### src/rtl/regfile_operand_stage.sv
// regfile_operand_stage: 8x16 register file with a registered A/B/shift operand slot behind a valid/ready handshake.
// Define WRITE_BYPASS_EN to let a same-cycle write feed through to the captured operands.
module regfile_operand_stage #(
  parameter int DATA_W = 16,
  parameter int NREGS  = 8,
  parameter int ADDR_W = 3
) (
  input  logic              clk,
  input  logic              reset,
  input  logic              write,
  input  logic [ADDR_W-1:0] writenum,
  input  logic [DATA_W-1:0] data_in,
  input  logic              rd_req,
  output logic              rd_ready,
  input  logic [ADDR_W-1:0] readnum_a,
  input  logic [ADDR_W-1:0] readnum_b,
  input  logic [1:0]        shift_in,
  output logic              out_valid,
  input  logic              out_ready,
  output logic [DATA_W-1:0] a_out,
  output logic [DATA_W-1:0] b_out,
  output logic [1:0]        shift_out
);
  typedef enum logic {EMPTY, FULL} state_t;
  state_t state_q, state_d;
  logic [DATA_W-1:0] regs_q [NREGS];
  logic [DATA_W-1:0] a_q, b_q, rd_a, rd_b;
  logic [1:0] shift_q;
  logic cap;
`ifdef WRITE_BYPASS_EN
  assign rd_a = (write && writenum == readnum_a) ? data_in : regs_q[readnum_a];
  assign rd_b = (write && writenum == readnum_b) ? data_in : regs_q[readnum_b];
`else
  assign rd_a = regs_q[readnum_a];
  assign rd_b = regs_q[readnum_b];
`endif
  always_comb begin
    rd_ready = (state_q == EMPTY) | out_ready;
    cap      = rd_req & rd_ready;
    state_d  = cap ? FULL : (out_ready ? EMPTY : state_q);
  end
  always_ff @(posedge clk) begin
    if (reset) begin
      for (int i = 0; i < NREGS; i++) regs_q[i] <= '0;
      a_q     <= '0;
      b_q     <= '0;
      shift_q <= 2'b00;
      state_q <= EMPTY;
    end else begin
      if (write) regs_q[writenum] <= data_in;
      if (cap) begin
        a_q     <= rd_a;
        b_q     <= rd_b;
        shift_q <= shift_in;
      end
      state_q <= state_d;
    end
  end
  assign out_valid = (state_q == FULL);
  assign a_out     = a_q;
  assign b_out     = b_q;
  assign shift_out = shift_q;
endmodule
### config.mk
export PLATFORM = sky130hd
export DESIGN_NAME = regfile_operand_stage
export DESIGN_NICKNAME = d
export VERILOG_FILES = /design/src/rtl/regfile_operand_stage.sv
export SDC_FILE = /design/constraint.sdc
export NUM_CORES = 1
export LEC_CHECK = 0
export CORE_MARGIN = 2
export CORE_UTILIZATION = 35
export DETAILED_ROUTE_END_ITERATION = 7
export PLACE_DENSITY = 0.61
export SLEW_MARGIN = 10
export SYNTH_ARGS = -nofsm -noshare
export SYNTH_HDL_FRONTEND = slang
export SYNTH_SLANG_ARGS = --single-unit
export TNS_END_PERCENT = 10
### constraint.sdc
create_clock -name clk -period 1.9 [get_ports clk]
set_input_delay 0.38 -clock clk [delete_from_list [all_inputs] [get_ports clk]]
set_output_delay 0.38 -clock clk [all_outputs]
set_load 0.02 [all_outputs]
== After elaboration in Yosys (flattened, before gate mapping) ==
Memories as Yosys holds them, arrays and structs flattened. A register that Yosys moved wholly into a read port is not among the register bits.
Index checks and enable logic that the tools add are counted.
Word-level totals
  memory bits (writable): 128
  ROM bits: 0
  memories: 1
  input bits: 32
  register bits after elaboration: 3
  word-level logic and storage cells: 18
  latch bits: 0
  output and inout bits: 36
Cells by class
  $add $sub $neg: 0
  reduce and logical (&&, ||, !) cells: 2
  $lt $le $gt $ge: 0
  bitwise logic cells: 3
  multipliers: 0
  multiplexer cells: 10
  shift-type cells: 0
  equal/unequal tests: 0
  div/mod/pow operators: 0
Memories
  regs_q: depth 8, bits a word 16, read ports 2, clocked after memory_dff 2, wr ports 8, line 26  | logic [DATA_W-1:0] regs_q [NREGS];
Operator list (number)
  $mux W16: 1
  $reduce_or A16 Y1: 1
  $mux W1: 8
  $mux W3: 1
  $reduce_bool A2 Y1: 1
  $and A1 B1 Y1: 1
  $not A1 Y1: 1
  $or A1 B1 Y1: 1

== Depth between registers and ports, before layout ==
  depth after elaboration: 5
  depth in mapped cells: 6
  gate-level depth less buffers: 4

== Worst setup path before layout ==
Ideal clock, no wire load.
  path type: input port to flip-flop
  from: in reset
  to: mem regs_q[0][0], enable pin
  stages on the path: 4
  data required time: 1.566 ns
  slack: 0.113 ns
  buffers on the path: 1
  arrival: 1.453 ns
  library setup time: 0.334 ns
  cell sequence: buf_6 or3b_4 nor3_4 or2_2
RTL lines
  start, declared: line 9  | input logic reset,
  end, declared: line 26

== Final worst setup path ==
  from: reg a_q[2], in the netlist a_out[2] (read register of regs_q)
  to: out a_out[2]
RTL lines
  start, declared: line 27  | logic [DATA_W-1:0] a_q, b_q, rd_a, rd_b;
  end, declared: line 20  | output logic [DATA_W-1:0] a_out,
No word-level cell between the ends.

==> summary.md <==
| Metric | Value |
|---|---|
| CP max-delay cell | `clkdlybuf4s50_1` |
| Finished Core Util | `0.438` |
| Peak Freq | `0.566 GHz` |
| Critical path fanouts, max | `2` |
| Yosys reg bits | `163` |
| Grt total ovfl | `0` |
| Multi-input combinational cell area | `3260 sq um` |
| RSZ-0062 raised after global routing | `false` |
| Least-Margin Pin Slew | `0.417 ns` |
| Clk_lat worst skew | `0.43 ns` |
| Top delay family on crit path | `buffers and inverters` |
| Fillers | `2055` |
| Vias in the first global route | `5595` |
| Initial antenna violation count | `0` |
| Hold Crit Class | `reg -> reg` |
| Commonest cells in the netlist | `and2_1 (131), edfxtp_1 (128), mux2i_1 (128), a22oi_1 (64), nor2_1 (37)` |
| Simple-Gate Fraction of Synth Area | `0.164` |
| Syn Nets | `699` |
| Final Non-Filler Cells | `1043` |
| Final setup margin | `0.132 ns` |
| Via density | `5.25` |
| Mux cell area share after synthesis | `0.159` |
| CTS root buf | `clkbuf_16` |
| Mean Syn Cell Area | `12.1 sq um` |
| Cells after synthesis | `667` |
| EDFF count, synth | `128` |
| # nets final | `777` |
| Port Buf Inserts | `67` |
| CTS tree | `yes` |
| Post-route setup TNS | `0 ns` |
| Yosys warning count | `0` |
| VDD IR max | `0.000674 V` |
| Dpl cells | `1011` |
| Initial Util | `0.357` |
| Slowest stage delay, CP | `0.61 ns` |
| Critical path class | `reg -> out` |
| Critical path data arrival time | `1.39 ns` |
| Endpoints failing hold | `0` |
| Antenna Cells | `0` |
| Pre-CTS setup slack | `-0.182 ns` |
| Final Max Tran Viols | `0` |
| Xor and xnor area share after synthesis | `0` |
| Die Height | `156 um` |
| DRC Markers | `0` |
| Register area | `4540 sq um` |
| Drt first pass iters | `5` |
| Critical path required time | `1.52 ns` |
| Sequential element share of the synthesized area | `0.563` |
| 1st-iter DRT viols | `564` |
| Main synth FF type | `edfxtp_1` |
| Max-cap violations | `0` |
| Final hold slack | `0.452 ns` |
| LEAKAGE | `0.00383 uW` |
| Core Area | `22600 sq um` |
| Die ar. | `24300 sq um` |
| Met1 GRT Util | `0.246` |
| Post-Synth Adder-Cell Area | `0` |
| Met3 usage | `0.0386` |
| CTS max path bufs | `2` |
| Clock-pin slew on the worst setup and hold paths | `0.06 ns` |
| Layout area overhead | `22.8%` |
| Cell taking the most area after synthesis | `edfxtp_1` |
| Num CTS Buffers | `17` |
| CTS H-tree depth | `4` |
| Final setup fails | `0` |
| Complex-gate fraction of the synthesized area | `0.0812` |
| Setup Buffers After CTS | `0` |
| Drt wl/cell | `19.9 um` |
| Final min period | `1.77 ns` |
| Layout cells sized above 1 | `0.113` |
| Row count | `55` |
| CP endpoint kind | `output pin` |
| Netlist cell types | `23` |
| Final clock skew | `0.00878 ns` |
| Fin crit share | `0.931` |
| Slew headroom | `0.722` |
| Io pins | `68` |
| WL final | `20.7 mm` |
| Status | `finished clean` |
| Met2 usage | `0.285` |
| Largest net degree at the start of global routing | `37` |
| P per Cell Area | `889 nW/um^2` |
| CP Launch Type | `flip-flop` |
| Final ANT Viol Nets | `0` |
| GR peak layer | `met2` |
| Sink Count | `163` |
| GPL Wtd Cong | `0.793` |
| Tot GR Track Use | `0.180` |
| Die Wd | `156 um` |
| Synthesized area | `8070 sq um` |
| First-pass GRT wire length | `32.8 mm` |
| Synth top area share | `0.476` |
| Main area contributors after synthesis | `edfxtp_1 (48%), mux2i_1 (16%), and2_1 (10%)` |
| Async set-reset flop share out of synthesis | `0` |
| WP buf/inv | `1` |
| CP Cell Sequence | `clkdlybuf4s50_1` |
| Largest family of logic cells by synthesized area | `simple AND/OR/NAND/NOR gates` |
| HPWL Detailed | `14.7 mm` |
| Via count | `5474` |
| Count leader, synth | `and2_1` |
==> cell type report <==
class	instances	area share
sequential	163	0.458
clock inverter	8	0.00732
tap	285	0.0360
inverter	1	0.000379
multi-input combinational	455	0.329
clock buffer	24	0.0520
timing repair buffer	107	0.117
==> report_power, final <==
group	switching (uW)	total, uW	internal (uW)
combinational	646	1180	532
sequential	143	4240	4090
clock	1380	3410	2030
total	2160	8820	6650
==> registers in the layout (all words and copies together), names as in the netlist <==
| signal | flops |
|---|---|
| b_out | 16 |
| out_valid | 1 |
| a_out | 16 |
| regs_q | 128 |
| shift_out | 2 |
==> final timing paths <==
check	start	slack (ns)	cells after the start	end
min reg2reg	shift_out[0]	0.45	2	shift_out[0]
max reg2reg	out_valid	0.66	6	a_out[5]
min	shift_out[0]	0.45	2	shift_out[0]
max	a_out[2]	0.13	1	a_out[2]
==> stage by stage <==
stage	area, sq um	total power, uW
detailed placement	9330	5480
global placement	9330	5440
finish	9920	8820
floorplan	8070	4930
CTS	9920	8870
global route	9920	9130
==> logic make-up after synthesis <==
group,count (synthesis)
flops,163
mux,128
compound gates,99
buf+inv,49
simple gates,228
==> repair_timing <==
| item | CTS | global route |
|---|---|---|
| hold buffers | 0 | 0 |
| endpoints found under the setup margin | 1 | 0 |
| resized for setup | 1 | 0 |
| endpoints found under the hold margin | 0 | 0 |
==> metal layers <==
metal / vias to the layer above / part of all wire
met5: - / 0
met3: 20 / 0.053
met4: 0 / 0.012
met2: 162 / 0.46
li1: 2598 / -
met1: 2694 / 0.47
==> layout by cell type (no fill, tap or decap) <==
cell type and instances:
nor3_2 1, or2_2 8, dfxtp_1 35, nor2b_1 4, nand3b_4 1, nand2_1 6
edfxtp_1 128, clkinv_2 5, buf_4 26, and2_1 131, inv_1 1, buf_12 16
mux2i_1 128, buf_2 1, nor2_1 37, nand2b_1 3, nor2_4 3, nor3_1 32
clkbuf_16 20, nor3_4 1, clkinv_4 2, clkdlybuf4s50_1 63, bufinv_16 1, a22oi_1 64
dlygate4sd2_1 1, clkbuf_1 4, or3b_4 1, a21oi_1 35
No activity file was read; power rests on OpenSTA's default activity.
